**src/rtl/vetor_pkg.sv**
```systemverilog
// rtl/vetor_pkg.sv - shared state, mode encodings and default sizes for vetor_seq
package vetor_pkg;

   localparam int VETOR_WIDTH_DEF = 32;
   localparam int VETOR_DEPTH_DEF = 4;

   typedef enum logic [1:0] {
      ST_IDLE  = 2'd0,
      ST_CARGA = 2'd1,
      ST_ENVIO = 2'd2
   } estado_t;

   localparam logic [1:0] MODO_PASSA = 2'b00;
   localparam logic [1:0] MODO_BYTE  = 2'b01;
   localparam logic [1:0] MODO_BIT   = 2'b10;
   localparam logic [1:0] MODO_META  = 2'b11;

endpackage

```
**src/rtl/vetor_manip_core.sv**
```systemverilog
// rtl/vetor_manip_core.sv - combinational word transform: passthrough, byte reverse, bit reverse, half swap
module vetor_manip_core
   import vetor_pkg::*;
#(
   parameter int WIDTH = VETOR_WIDTH_DEF
) (
   input  logic [WIDTH-1:0] word_i,
   input  logic [1:0]       modo_i,
   output logic [WIDTH-1:0] word_o
);

   localparam int NB = WIDTH / 8;
   localparam int HW = WIDTH / 2;

   logic [WIDTH-1:0] byte_rev;
   logic [WIDTH-1:0] bit_rev;

   always_comb begin
      byte_rev = '0;
      bit_rev  = '0;
      for (int b = 0; b < NB; b++) begin
         byte_rev[8*b +: 8] = word_i[8*(NB-1-b) +: 8];
      end
      for (int i = 0; i < WIDTH; i++) begin
         bit_rev[i] = word_i[WIDTH-1-i];
      end
      case (modo_i)
         MODO_BYTE: word_o = byte_rev;
         MODO_BIT:  word_o = bit_rev;
         MODO_META: word_o = {word_i[HW-1:0], word_i[WIDTH-1:HW]};
         default:   word_o = word_i;
      endcase
   end

endmodule

```
**src/rtl/vetor_seq.sv**
```systemverilog
// rtl/vetor_seq.sv - batch load/emit sequencer with per-batch word transform; VETOR_SEQ_CONTADOR_EN adds batch_count
module vetor_seq
   import vetor_pkg::*;
#(
   parameter int WIDTH = VETOR_WIDTH_DEF,
   parameter int DEPTH = VETOR_DEPTH_DEF
) (
   input  logic             clk,
   input  logic             rst,
   input  logic             in_valid,
   output logic             in_ready,
   input  logic [WIDTH-1:0] in_data,
   input  logic             in_last,
   input  logic [1:0]       modo,
   output logic             out_valid,
   input  logic             out_ready,
   output logic [WIDTH-1:0] out_data,
   output logic             out_last,
   output logic             busy
`ifdef VETOR_SEQ_CONTADOR_EN
   ,
   output logic [15:0]      batch_count
`endif
);

   localparam int PW = $clog2(DEPTH + 1);
   localparam int AW = $clog2(DEPTH);

   estado_t          state_q, state_d;
   logic [PW-1:0]    wr_ptr_q, wr_ptr_d;
   logic [PW-1:0]    rd_ptr_q, rd_ptr_d;
   logic [PW-1:0]    len_q, len_d;
   logic [1:0]       modo_q, modo_d;
   logic [WIDTH-1:0] buf_q [DEPTH];

   logic             accept;
   logic             emit;
   logic             is_last_rd;
   logic [PW-1:0]    wr_cnt_next;
   logic [AW-1:0]    wr_addr;
   logic [WIDTH-1:0] manip_word;

   // Outputs are gated by rst so nothing leaks out of a batch being discarded.
   assign in_ready    = !rst && (state_q != ST_ENVIO);
   assign out_valid   = !rst && (state_q == ST_ENVIO);
   assign busy        = !rst && (state_q != ST_IDLE);
   assign accept      = in_valid && in_ready;
   assign emit        = out_valid && out_ready;
   assign is_last_rd  = (rd_ptr_q == len_q - PW'(1));
   assign out_last    = out_valid && is_last_rd;
   assign out_data    = out_valid ? manip_word : '0;
   assign wr_cnt_next = wr_ptr_q + PW'(1);
   assign wr_addr     = (state_q == ST_IDLE) ? '0 : wr_ptr_q[AW-1:0];

   vetor_manip_core #(
      .WIDTH (WIDTH)
   ) u_manip (
      .word_i (buf_q[rd_ptr_q[AW-1:0]]),
      .modo_i (modo_q),
      .word_o (manip_word)
   );

   always_comb begin
      state_d  = state_q;
      wr_ptr_d = wr_ptr_q;
      rd_ptr_d = rd_ptr_q;
      len_d    = len_q;
      modo_d   = modo_q;
      case (state_q)
         ST_IDLE: begin
            if (accept) begin
               modo_d   = modo;
               wr_ptr_d = PW'(1);
               if (in_last) begin
                  state_d  = ST_ENVIO;
                  len_d    = PW'(1);
                  rd_ptr_d = '0;
               end else begin
                  state_d = ST_CARGA;
               end
            end
         end
         ST_CARGA: begin
            if (accept) begin
               wr_ptr_d = wr_cnt_next;
               // A full buffer closes the batch even without in_last.
               if (in_last || (wr_cnt_next == PW'(DEPTH))) begin
                  state_d  = ST_ENVIO;
                  len_d    = wr_cnt_next;
                  rd_ptr_d = '0;
               end
            end
         end
         ST_ENVIO: begin
            if (emit) begin
               if (is_last_rd) begin
                  state_d  = ST_IDLE;
                  rd_ptr_d = '0;
                  wr_ptr_d = '0;
               end else begin
                  rd_ptr_d = rd_ptr_q + PW'(1);
               end
            end
         end
         default: state_d = ST_IDLE;
      endcase
   end

   always_ff @(posedge clk) begin
      if (rst) begin
         state_q  <= ST_IDLE;
         wr_ptr_q <= '0;
         rd_ptr_q <= '0;
         len_q    <= '0;
         modo_q   <= MODO_PASSA;
      end else begin
         state_q  <= state_d;
         wr_ptr_q <= wr_ptr_d;
         rd_ptr_q <= rd_ptr_d;
         len_q    <= len_d;
         modo_q   <= modo_d;
      end
   end

   always_ff @(posedge clk) begin
      if (accept) begin
         buf_q[wr_addr] <= in_data;
      end
   end

`ifdef VETOR_SEQ_CONTADOR_EN
   logic [15:0] cnt_q;

   always_ff @(posedge clk) begin
      if (rst) begin
         cnt_q <= '0;
      end else if (emit && is_last_rd) begin
         cnt_q <= cnt_q + 16'd1;
      end
   end

   assign batch_count = cnt_q;
`endif

endmodule
```
**config.mk**
```make
export PLATFORM = sky130hd
export DESIGN_NAME = vetor_seq
export DESIGN_NICKNAME = d
export VERILOG_FILES = /design/src/rtl/vetor_pkg.sv /design/src/rtl/vetor_manip_core.sv /design/src/rtl/vetor_seq.sv
export SDC_FILE = /design/constraint.sdc
export NUM_CORES = 1
export LEC_CHECK = 0
export BUFFER_PORTS_ARGS = -buffer_cell sky130_fd_sc_hd__buf_2
export CORE_ASPECT_RATIO = 1.75
export CORE_MARGIN = 2
export CORE_UTILIZATION = 58
export CTS_CLUSTER_SIZE = 20
export DETAILED_ROUTE_END_ITERATION = 10
export HOLD_SLACK_MARGIN = 0.12
export PLACE_DENSITY_LB_ADDON = 0.2
export SLEW_MARGIN = 20
export SYNTH_ARGS = -nofsm -noshare
export SYNTH_HDL_FRONTEND = slang
export SYNTH_HIERARCHICAL = 1
export SYNTH_SLANG_ARGS = --single-unit
```
**constraint.sdc**
```tcl
create_clock -name clk -period 7 [get_ports clk]
set_input_delay 1.75 -clock clk [delete_from_list [all_inputs] [get_ports clk]]
set_output_delay 1.75 -clock clk [all_outputs]
set_load 0.02 [all_outputs]
```
* Yosys cells after proc, flatten, opt, wreduce, memory -nomap -nowiden *
Memories as Yosys holds them, arrays and structs flattened. A register that Yosys moved wholly into a read port is not among the register bits.
Index checks and enable logic that the tools add are counted.

storage, ports and cells
  register bits = 13
  bits in writable memories = 128
  bits of input ports = 39
  output and inout port bits = 36
  memories = 1

memory list
  memory  words  width  read ports  clocked after Yosys merged registers in  wr ports  line             source
  buf_q   4      32     1           1                                        1         vetor_seq.sv:34  logic [WIDTH-1:0] buf_q [DEPTH];

operators by class
  add/sub/neg operators = 3
  equal/unequal tests = 14
  mux-type cells = 31
  reductions and logical operators = 17

operators with widths
  operator                                              number
  one-hot mux 32 bit (3 select lines)                   1
  2-to-1 mux 3 bit                                      14
  2-to-1 mux 32 bit                                     1
  2-to-1 mux 2 bit                                      9
  one-hot mux 3 bit (3 select lines)                    2
  AND reduction 5 bit                                   3
  inequality test 2 bit (second input constant)         7
  adder 3 x 1 -> 3 bit (second input constant)          2
  equality test 2 bit (second input constant)           3
  logical AND 1 bit                                     6
  one-hot mux 2 bit (3 select lines)                    1
  one-hot mux 3 bit (2 select lines)                    1
  AND reduction 6 bit                                   1
  equality test 2 x 1 -> 1 bit (second input constant)  2
  nonzero test 2 bit                                    2
  equality test 3 bit                                   1
  equality test 3 bit (second input constant)           1
  nonzero test 3 bit                                    1
  subtractor 3 x 1 -> 3 bit (second input constant)     1
  zero test 2 bit                                       1
  2-to-1 mux 1 bit                                      2
  AND reduction 2 bit                                   1
  zero test 1 bit                                       1
  logical OR 1 bit                                      1

* Depth between registers and ports, before layout *
Gate-level depths: netlist (run 1).

  depth in word-level cells = 8
  depth in mapped cells = 8
  gate-level depth less buffers = 7

* Modules after synthesis *
Netlist (run 1), hierarchy kept.

by module, submodules not included
  module            times used  cells an instance  area each (sq um)
  vetor_seq         1           317                5785.5
  vetor_manip_core  1           40                 835.8

* Worst setup path after synthesis (run 1) *
OpenSTA, ideal clock, no wires.

  path kind = input -> register
  start = in rst
  end = mem buf_q[2][0] (netlist bit) (enable)
  data arrival time = 5802 ps
  path slack = 685 ps
  stages = 4
  buffers on the path = 1
  cells stage by stage = clkbuf_1 > nor2_1 > nand2_1 > nor4b_1

on the way
  word-level cells in the longest chain between the ends = 5

RTL lines
  item                                    line              source
  start: declaration                      vetor_seq.sv:9    input logic rst,
  zero test 1 bit                         vetor_seq.sv:44   assign in_ready = !rst && (state_q != ST_ENVIO);
  logical AND 1 bit                       vetor_seq.sv:44
  net in_ready                            vetor_seq.sv:11   output logic in_ready,
  logical AND 1 bit                       vetor_seq.sv:47   assign accept = in_valid && in_ready;
  2-to-1 mux 1 bit                        vetor_seq.sv:126  if (accept) begin
  2-to-1 mux 1 bit (not written as such)  vetor_seq.sv:127  buf_q[wr_addr] <= in_data;
  end: declaration                        vetor_seq.sv:34

The timed path passes the listed nets, and every way through them passes these cells.

==> results.md, run 1 <==
- Run status: finished clean
- R2R cell count: 8
- Final antenna-violating net count: 0
- Flop-to-flop setup slack: around 4.7 ns
- Seq/Total Area, Yosys: 62.6%
- Internal power: 1.79 mW
- Post-CTS setup buffer count: 0
- Flop pwr share: 42.5%
- Root Driver: clkbuf_16
- Slowest library cell on the worst path: mux4_2
- DR iter-0 viols: 247
- Initial antenna violation count: 1
- Synth Instances: 357
- Clock share of power: 33.6%
- Drt pass-1 iters: 5
- GRT Total Usage: 22.5%
- Ports: 75
- Fin crit share: 67.2%
- TritonCTS clock tree: built
- NumNets Final: 480
- Maximum clock path buffer count: 2
- Die H: 145 µm
- Worst Path Max Fanout: 20
- FFs w/ async S/R, synth: 0%
- Synth warnings: 6
- Final wirelength: 12900 µm
- Setup violators final: 0
- Top-area cell type share of the netlist area: about three fifths
- CP arrival: between 2 and 3 ns
- Area contributors post-synth: edfxtp_1, mux4_2, dfxtp_1
- Post-synth cell types: 43
- Final Power: 2.46 mW
- Vias/cell: 6.12
- Clk_lat worst skew: 0.41 ns
- Hold buffer count at cts: 0
- Share of cells above drive strength 1: roughly two fifths
- Slew @ Worst Pin: 0.880 ns
- Post-Syn Area: 6620 µm²
- Number of buffers inserted by port buffering: 74
- H-tree depth: 4
- Layout area overhead: 15.1%
- Max-Cap Viols: 0
- CTS buffer count: 17
- Worst path top cell family by delay: multiplexers
- Post-detail-place hpwl: about 8400 µm
- TNS Setup: 0 ns
- Rel. slew slack: 41.3%
- Vias post-DR: ~3500
- Leak: 2.64 nW
- Final Wtd Congestion: 0.836
- Minimum clock period: 4.71 ns
- RSZ-0062 raised after global routing: false
- CP cell instances: buf_4 > mux4_2 > mux4_2 > and2_1 > buf_2
- DRC: 0
- Psw: 0.673 mW
- TritonCTS sink count: 143
- Die ar.: between 10000 and 15000 µm²
- Gate power share: a little under a quarter
- CP most frequent cell: mux4_2
- Dominant cell type by area after synthesis: edfxtp_1
- Clock slew at reported path FFs: approximately 0.06 ns
- Fmax: 212 MHz
- # rows: around 50
- Reg-to-reg endpoint: buf_q[1][12]$_DFFE_PP_
- Dominant synthesized flop cell: edfxtp_1
- WP data required: 5.25 ns
- Initial core utilization: approximately three fifths
- Number of flops mapped to enable cells by yosys: ~130
- Synth top cells by count: edfxtp_1, mux4_2, and2_1
- GRT overflow: 0
- Layout Utilization: 68.7%
- Vias in the first global route: 3804
- Worst reg2reg startpoint: state_q[0]$_SDFFE_PP0P_
- Count leader, synth: edfxtp_1
- CP peak stage delay: 0.64 ns
- CORE AREA: 11100 µm²
- First-pass GRT wire length: 20500 µm
- Pwr Density: 323 nW/µm²
- CP Launch Type: register
- Buf/Inv on CP: 2
- Worst VDD drop: 0.256 mV
- Origin of the worst min-delay path: len_q[1]$_SDFFE_PP0P_
- Sw Share: 27.4%
- Fin. max-slew vios: 0
- Die X: 84.8 µm
- Syn_nets: 404
- Critical path endpoint category: output port
- Synthesis-stage register bit count: 143
- Post-CTS sizing: 0
- Worst Skew: 0.0103 ns
- Pin count of the biggest net entering global routing: 35
- Worst hold stages: 2
- Hold crit path type: reg2reg
- Syn Area/Cell: 18.5 µm²
- WHS Endpoint: len_q[1]$_SDFFE_PP0P_
- Wire length per cell: 22.3 µm
- Final Hold Fails: 0
- Crit path kind: reg2out
logic make-up after synthesis:
| group | after synthesis | synth area share [%] |
|---|---|---|
| xor gates and xnor gates | 6 | 1.04 |
| adders and majority gates | 8 | 1.51 |
| DFF | 143 | 62.6 |
| AOI/OAI and AO/OA | 27 | 3.25 |
| buffers and inverters | 32 | 2.95 |
| and+or+nand+nor | 75 | 6.37 |
| muxes | 66 | 22.3 |
state kept, by name, summed over array words and instances (netlist names), named ones only:
signal    flops
buf_q       128
len_q         3
rd_ptr_q      3
wr_ptr_q      3
modo_q        2
state_q       2
power by group through the flow:
stage	clock (mW)	sequential, mW	combinational, mW
finish	0.827	1.05	0.587
global route	0.874	1.06	0.635
CTS	0.843	1.05	0.592
detailed placement	0	1.07	0.588
global placement	0	1.06	0.578
floorplan	0	1.01	0.503
worst reg2reg max path: stages, from the launching register on:
cell	delay, ns
dfxtp_1	0.38
inv_1	0.08
ha_1	0.33
nor2_1	0.19
nand2_1	0.16
nor2_1	0.16
nand2_1	0.09
nor2_2	0.10
buf_4	0.44
worst max path at each step:
stage,slack [ns],end,cells past startpoint
floorplan,0.69,buf_q[2][0]$_DFFE_PP_,4
global placement,2.10,out_data[11],4
detailed placement,1.99,out_data[11],4
CTS,1.98,out_data[12],4
global route,2.10,out_data[0],5
finish,2.29,out_data[6],5
metal layers:
layer	wire, µm	global-route usage (%)	share of wire, %
met5	0	0	0
met4	233	10.1	1.8
met3	598	4.54	4.6
met2	7490	40.4	58
met1	4610	25.6	36
through the flow:
| stage | cell area, µm² | setup WS, ns | hold WS [ns] | std cells |
|---|---|---|---|---|
| finish | 7620 | 2.29 | 0.479 | 579 |
| global route | 7620 | 2.10 | 0.510 | 579 |
| CTS | 7610 | 1.98 | 0.481 | 578 |
| detailed placement | 7060 | 1.99 | 0.471 | 546 |
| global placement | 7060 | 2.10 | 0.463 | 546 |
| floorplan | 6620 | 0.685 | 0.446 | 357 |
layout make-up:
type / count / area [µm²]
inverters: 9 / 33.8
diodes: 1 / 2.50
flip-flops and latches: 143 / 4150
clock buffers: 23 / 500
well taps: 132 / 165
clock inverters: 9 / 56.3
fillers: 744 / 3480
multi-input cells: 182 / 2300
repair buffers: 80 / 415
cells in the final DEF, fill, tap and decap left out, types with 8 or more instances in the layout:
cell type | Yosys | final
nor2_1 | 15 | 13
ha_1 | 8 | 8
dfxtp_1 | 15 | 12
mux4_2 | 60 | 60
inv_1 | 9 | 9
edfxtp_1 | 128 | 128
buf_2 | 4 | 74
clkbuf_16 | 0 | 19
a21oi_1 | 10 | 10
and2_1 | 32 | 32
Power figures use the tool's default switching activity.
==> run 2: changes to the inputs <==
==> constraint.sdc (replaced) <==
create_clock -name clk -period 4.5 [get_ports clk]
set_input_delay 1.125 -clock clk [delete_from_list [all_inputs] [get_ports clk]]
set_output_delay 1.125 -clock clk [all_outputs]
set_load 0.02 [all_outputs]
==> run 2 against run 1 <==
Count of clock-buffer cells in the layout shrank 3; die area is the same; sequential cell count is the same; critical path type unchanged.
==> results.md, run 2 (same netlist as run 1, synthesis figures left out) <==
- Run status: finished clean (unchanged)
- Post-CTS setup buffer count: 0 (unchanged)
- Worst reg2reg startpoint: state_q[0]$_SDFFE_PP0P_ (unchanged)
- Fin. max-slew vios: 0 (unchanged)
- Root Driver: clkbuf_16 (unchanged)
- TritonCTS sink count: 143 (unchanged)
- Share of cells above drive strength 1: 41.0% (was 41.5%)
- Rel. slew slack: 37.8% (was 41.3%)
- Leak: 2.63 nW (was 2.64 nW)
- CP cell instances: buf_12 > mux4_2 > mux4_1 > and2_1 > buf_2 (was buf_4 > mux4_2 > mux4_2 > and2_1 > buf_2)
- Worst Skew: 0.0118 ns (was 0.0103 ns)
- GRT Total Usage: 23.6% (was 22.5%)
- R2R cell count: 8 (unchanged)
- Slowest library cell on the worst path: mux4_2 (unchanged)
- Largest Register: buf_q (unchanged)
- TNS Setup: 0 ns (unchanged)
- Max reg flops: 128 (unchanged)
- Fill count: 730 (was 744)
- Gate power share: 25.1% (was 23.9%)
- Vias post-DR: 3587 (was 3543)
- Slew @ Worst Pin: 0.933 ns (was 0.880 ns)
- # rows: 51 (unchanged)
- CP arrival: 2.55 ns (was 2.96 ns)
- Internal power: 2.81 mW (was 1.79 mW)
- Area occupied by multi-input gates: 2300 µm² (about the same)
- Worst path top cell family by delay: multiplexers (unchanged)
- Worst Path Max Fanout: 32 (was 20)
- Clock slew at reported path FFs: 0.06 ns (about the same)
- Initial core utilization: 59.6% (unchanged)
- Layout Utilization: 68.6% (was 68.7%)
- NumNets Final: 481 (was 480)
- Fmax: 272 MHz
- Hold crit path type: reg2reg (unchanged)
- Psw: 1.05 mW (was 0.673 mW)
- Drt pass-1 iters: 5 (unchanged)
- Post-detail-place hpwl: 8600 µm (was 8370 µm)
- Crit path kind: reg2out (unchanged)
- Pin count of the biggest net entering global routing: 34 (was 35)
- H-tree depth: 4 (unchanged)
- CP peak stage delay: 0.60 ns (was 0.64 ns)
- Commonest non-fill, non-tap cell in the layout: edfxtp_1 (unchanged)
- Ports: 75 (unchanged)
- TritonCTS clock tree: built (unchanged)
- Initial antenna violation count: 0 (was 1)
- Worst hold stages: 2 (unchanged)
- Origin of the worst min-delay path: len_q[1]$_SDFFE_PP0P_ (unchanged)
- DR iter-0 viols: 239 (was 247)
- Final Wtd Congestion: 0.829 (was 0.836)
- WP data required: 3.38 ns (was 5.25 ns)
- Fin crit share: 81.6%
- Maximum clock path buffer count: 2 (unchanged)
- GRT overflow: 0 (unchanged)
- Die H: 145 µm (unchanged)
- CORE AREA: 11100 µm² (unchanged)
- Number of buffers inserted by port buffering: 74 (unchanged)
- CTS buffer count: 17 (unchanged)
- WHS Endpoint: len_q[1]$_SDFFE_PP0P_ (unchanged)
- Pwr Density: 507 nW/µm² (was 323 nW/µm²)
- Worst VDD drop: 0.336 mV (was 0.256 mV)
- Vias in the first global route: 3877 (was 3804)
- Clk_lat worst skew: 0.41 ns (about the same)
- Most frequent cells in the layout: edfxtp_1, buf_2, mux4_2 (unchanged)
- Clock share of power: 33.1% (was 33.6%)
- Max-Cap Viols: 0 (unchanged)
- Vias/cell: 6.25 (was 6.12)
- Worst setup margin: 0.827 ns (was 2.29 ns)
- Critical path endpoint category: output port (unchanged)
- Minimum clock period: 3.67 ns
- Buf/Inv on CP: 2 (unchanged)
- CP Launch Type: register (unchanged)
- Register area: 4150 µm² (unchanged)
- Setup violators final: 0 (unchanged)
- Final wirelength: 13300 µm (was 12900 µm)
- Pre-CTS setup slack: 1.00 ns (was 1.99 ns)
- Flop-to-flop setup slack: 2.18 ns (was 4.67 ns)
- Final antenna-violating net count: 0 (unchanged)
- Diodes inserted: 0 (was 1)
- Final Hold Fails: 0 (unchanged)
- First-pass GRT wire length: 21300 µm (was 20500 µm)
- Sw Share: 27.3% (was 27.4%)
- Die X: 84.8 µm (unchanged)
- Wire length per cell: 23.2 µm (was 22.3 µm)
- Die ar.: 12300 µm² (unchanged)
- Post-CTS sizing: 0 (unchanged)
- DRC: 0 (unchanged)
- Layout area overhead: 15.0% (was 15.1%)
- Hold buffer count at cts: 0 (unchanged)
- Flop pwr share: 41.8% (was 42.5%)
- RSZ-0062 raised after global routing: false (unchanged)
- Reg-to-reg endpoint: buf_q[1][7]$_DFFE_PP_ (was buf_q[1][12]$_DFFE_PP_)
## run 2: cell types whose count changed in the layout (fill, tap and decap cells not counted), sizes merged
cell      delta
clkbuf       -3
clkinvlp     +1
inv          -1
buf          +1
clkinv       -4
bufinv       +2
diode        -1
## run 2: layout make-up
cell class                 instances  share of cell area, %
sequential                       143                   54.5
multi-input combinational        182                   30.3
clock buffer                      20                   5.73
timing repair buffer              81                   5.72
tap                              132                   2.17
clock inverter                     7                   1.23
inverter                           9                  0.443
## run 2: worst max path at each step
stage	startpoint	to	slack, ns	cells after the start
after global routing	register	out_data[28]	0.73	5
after floorplan	rst	buf_q[2][0]$_DFFE_PP_	0.41	4
after global placement	rst	out_data[12]	1.08	5
after CTS	register	out_data[28]	0.79	5
final	register	out_data[28]	0.83	5
after detailed placement	rst	out_data[12]	1.00	5
## run 2: power groups by stage
stage               sequential (mW)  combinational (mW)  clock (mW)
detailed placement             1.64               0.967           0
floorplan                      1.58               0.784           0
global route                   1.63                1.04        1.37
global placement               1.63               0.959           0
finish                         1.61               0.967        1.28
CTS                            1.62               0.975        1.31
## run 2: worst min-delay path, cell delays in order, from the launching register on
cell	delay (ns)
dfxtp_1	0.31
nand2b_1	0.07
a21oi_1	0.06
## run 2: metrics by stage
stage | hold slack [ns] | cell area (µm²) | power, mW | instances
CTS | 0.487 | 7620 | 3.90 | 574
global route | 0.526 | 7620 | 4.04 | 574
finish | 0.487 | 7620 | 3.86 | 574
floorplan | 0.446 | 6630 | 2.36 | 357
global placement | 0.460 | 7090 | 2.59 | 547
detailed placement | 0.479 | 7090 | 2.61 | 547
## run 2: per-layer routing
metal	routed length [µm]	global-route usage, %	up-vias	share of wire, %
met5	0	0	-	0
met4	144	8.02	0	1.1
met3	633	5.79	8	4.7
met2	7930	42.2	115	59
met1	4630	27.6	1863	35
li1	-	-	1601	-
==> run 3: changes to the inputs <==
--- a/config.mk
+++ b/config.mk
@@ -5,10 +5,11 @@
 export SDC_FILE = /design/constraint.sdc
 export NUM_CORES = 1
 export LEC_CHECK = 0
+export ABC_AREA = 1
 export BUFFER_PORTS_ARGS = -buffer_cell sky130_fd_sc_hd__buf_2
 export CORE_ASPECT_RATIO = 1.75
 export CORE_MARGIN = 2
-export CORE_UTILIZATION = 58
+export CORE_UTILIZATION = 53
 export CTS_CLUSTER_SIZE = 20
 export DETAILED_ROUTE_END_ITERATION = 10
 export HOLD_SLACK_MARGIN = 0.12
==> constraint.sdc (replaced) <==
create_clock -name clk -period 3.1 [get_ports clk]
set_input_delay 0.775 -clock clk [delete_from_list [all_inputs] [get_ports clk]]
set_output_delay 0.775 -clock clk [all_outputs]
set_load 0.02 [all_outputs]
==> run 3 against run 2 <==
Sequential cell count unchanged; combinational power up 64%; total power up 52%; critical path type unchanged; highest routed layer unchanged.
==> results.md, run 3 <==
- Die ar.: 14100 µm² (was 12300 µm²)
- Maximum clock path buffer count: 2 (unchanged)
- TritonCTS clock tree: built (unchanged)
- Final Hold Fails: 0 (unchanged)
- Placed cell count: 945 (was 547)
- Hold crit path type: reg2reg (unchanged)
- Cell area after placement: 7500 µm² (was 7090 µm²)
- Number of buffers inserted by port buffering: 74 (unchanged)
- Number of flops mapped to enable cells by yosys: 128 (unchanged)
- Vias in the first global route: 5425 (was 3877)
- Compound-gate portion of the synthesized area: 9.24% (was 3.25%)
- CP arrival: 2.28 ns (was 2.55 ns)
- Final Wtd Congestion: 0.922 (was 0.829)
- Syn_nets: 773 (was 404)
- Diodes inserted: 0 (unchanged)
- Synth Area in Adders: 1.44% (was 1.51%)
- Leak: 3.26 nW (was 2.63 nW)
- Post-Syn Area: 6940 µm² (was 6620 µm²)
- Mux cell area share after synthesis: 0% (was 22.3%)
- Critical path endpoint category: output port (unchanged)
- Vias/cell: 5.81 (was 6.25)
- Max reg flops: 128 (unchanged)
- # rows: 55 (was 51)
- Post-detail-place hpwl: 11200 µm (was 8600 µm)
- Register area: 4150 µm² (about the same)
- Syn Area/Cell: 9.56 µm² (was 18.5 µm²)
- Initial core utilization: 54.0% (was 59.6%)
- Layout area overhead: 19.4% (was 15.0%)
- Synth warnings: 6 (unchanged)
- CTS buffer count: 17 (unchanged)
- Clk_lat worst skew: 0.42 ns (was 0.41 ns)
- Pre-CTS setup slack: 0.403 ns (was 1.00 ns)
- Synthesis-stage register bit count: 143 (unchanged)
- TritonCTS sink count: 143 (unchanged)
- Die H: 155 µm (was 145 µm)
- Share of cells above drive strength 1: 21.6% (was 41.0%)
- Area occupied by multi-input gates: 2440 µm² (was 2300 µm²)
- Final Non-Filler Cells: 983 (was 574)
- Worst Path Max Fanout: 42 (was 32)
- Main combinational cell family by area after synthesis: simple AND/OR/NAND/NOR gates (was multiplexers)
- Fin. max-slew vios: 0 (unchanged)
- DR iter-0 viols: 675 (was 239)
- Most frequent cells in the layout: edfxtp_1, nor2_1, nand3_1 (was edfxtp_1, buf_2, mux4_2)
- Synth top cells by count: edfxtp_1, nor2_1, nand3_1 (was edfxtp_1, mux4_2, and2_1)
- GRT overflow: 0 (unchanged)
- Worst VDD drop: 0.444 mV (was 0.336 mV)
- Wire length per cell: 18.0 µm (was 23.2 µm)
- Dominant cell type by area after synthesis: edfxtp_1 (unchanged)
- Final antenna-violating net count: 0 (unchanged)
- Dominant synthesized flop cell: edfxtp_1 (unchanged)
- Clock slew at reported path FFs: 0.07 ns (was 0.06 ns)
- WP data required: 2.32 ns (was 3.38 ns)
- Max-Cap Viols: 0 (unchanged)
- Fmax: 328 MHz
- Root Driver: clkbuf_16 (unchanged)
- CORE AREA: 12900 µm² (was 11100 µm²)
- NumNets Final: 846 (was 481)
- Post-synthesis xor/xnor area fraction: 0.126% (was 1.04%)
- Minimum clock period: approximately 3.1 ns
- FFs w/ async S/R, synth: 0% (unchanged)
- Setup violators final: 0 (unchanged)
- Design area: 8290 µm² (was 7620 µm²)
- Synth Instances: 726 (was 357)
- Run status: finished clean (unchanged)
- Synth Area in Simple Gates: 22.1% (was 6.37%)
- Count leader, synth: edfxtp_1 (unchanged)
- Area contributors post-synth: edfxtp_1, nand3_1, nor2_1 (was edfxtp_1, mux4_2, dfxtp_1)
- Ports: 75 (unchanged)
- Final wirelength: 17700 µm (was 13300 µm)
- GRT Total Usage: 24.7% (was 23.6%)
- Fill count: 1061 (was 730)
- Worst setup margin: 0.0476 ns (was 0.827 ns)
- Worst Skew: 0.00990 ns (was 0.0118 ns)
- Slew @ Worst Pin: 0.691 ns (was 0.933 ns)
- Rel. slew slack: 53.9% (was 37.8%)
- Commonest non-fill, non-tap cell in the layout: edfxtp_1 (unchanged)
- Largest Register: buf_q (unchanged)
- Crit path kind: reg2out (unchanged)
- Pwr Density: 706 nW/µm² (was 507 nW/µm²)
- Top-area cell type share of the netlist area: 55.4% (was 58.0%)
- First-pass GRT wire length: 26800 µm (was 21300 µm)
- Final Power: 5.86 mW (was 3.86 mW)
- Pin count of the biggest net entering global routing: 65 (was 34)
- Seq/Total Area, Yosys: 59.7% (was 62.6%)
- Vias post-DR: 5716 (was 3587)
- DRC: 0 (unchanged)
- Hold buffer count at cts: 0 (unchanged)
- Die X: 90.5 µm (was 84.8 µm)
- CP Launch Type: register (unchanged)
- Post-synth cell types: 30 (was 43)
- Initial antenna violation count: 0 (unchanged)
- Drt pass-1 iters: 7 (was 5)
- Fin crit share: between 90% and 100%
- H-tree depth: 4 (unchanged)
-- run 3: layout make-up --
| type | instances | area share [%] |
|---|---|---|
| sequential | 143 | 50.1 |
| multi-input combinational | 469 | 29.5 |
| timing repair buffer | 102 | 7.79 |
| clock buffer | 18 | 5.18 |
| inverter | 66 | 3.09 |
| tap | 171 | 2.58 |
| clock inverter | 14 | 1.78 |
-- run 3: through the flow --
| stage | util, % | hold slack [ns] | TNS [ns] |
|---|---|---|---|
| 5_1_grt | 64.4 | 0.527 | -0.0693 |
| 3_3_place_gp | 58.3 | 0.484 | 0 |
| 2_1_floorplan | - | 0.423 | -87.26 |
| 4_1_cts | 63.1 | 0.500 | 0 |
| 6_report | 64.4 | 0.494 | 0 |
| 3_5_place_dp | 58.3 | 0.492 | 0 |
-- run 3: layer usage --
metal	global-route usage (%)	vias up	wire [µm]
li1	-	2695	-
met1	29.3	2727	6770
met2	43.4	254	9470
met3	3.92	40	924
met4	12.2	0	569
met5	0	-	0
-- run 3: repair_timing --
action | CTS | global route
cloned | 0 | 1
endpoints found under the setup margin | 8 | 32
pin swaps | 0 | 3
buffers inserted | 0 | 5
gates resized for setup | 7 | 26
-- run 3: cells by family (layout without fill, tap and decap cells) --
| group | Yosys count | in the layout |
|---|---|---|
| fa+ha+maj | 8 | 8 |
| flops | 143 | 143 |
| compound gates | 119 | 119 |
| simple gates | 341 | 341 |
| xor+xnor | 1 | 1 |
| buf+inv | 114 | 200 |
-- run 3: final timing paths --
kind | startpoint | end | slack (ns) | depth (start not counted)
min reg2reg | wr_ptr_q[2]$_SDFFE_PP0P_ | wr_ptr_q[2]$_SDFFE_PP0P_ | 0.49 | 2
min | wr_ptr_q[2]$_SDFFE_PP0P_ | wr_ptr_q[2]$_SDFFE_PP0P_ | 0.49 | 2
max reg2reg | state_q[0]$_SDFFE_PP0P_ | buf_q[3][19]$_DFFE_PP_ | 0.97 | 6
max | register | out_data[19] | 0.05 | 11
-- run 3: critical path, stage by stage, from the launching register on --
cell,delay [ns]
dfxtp_4,0.39
clkinvlp_4,0.14
buf_12,0.20
nor2_1,0.10
o22ai_2,0.29
inv_1,0.07
nand2_1,0.07
nand2_1,0.05
nor2_1,0.11
inv_1,0.05
nor2_1,0.15
buf_2,0.20
-- run 3: report_power, final --
group          switching, mW  internal [mW]  total (mW)
Sequential            0.0836           2.21        2.29
Clock                  0.839           1.13        1.97
Combinational           1.08          0.507        1.59
Total                   2.01           3.85        5.86
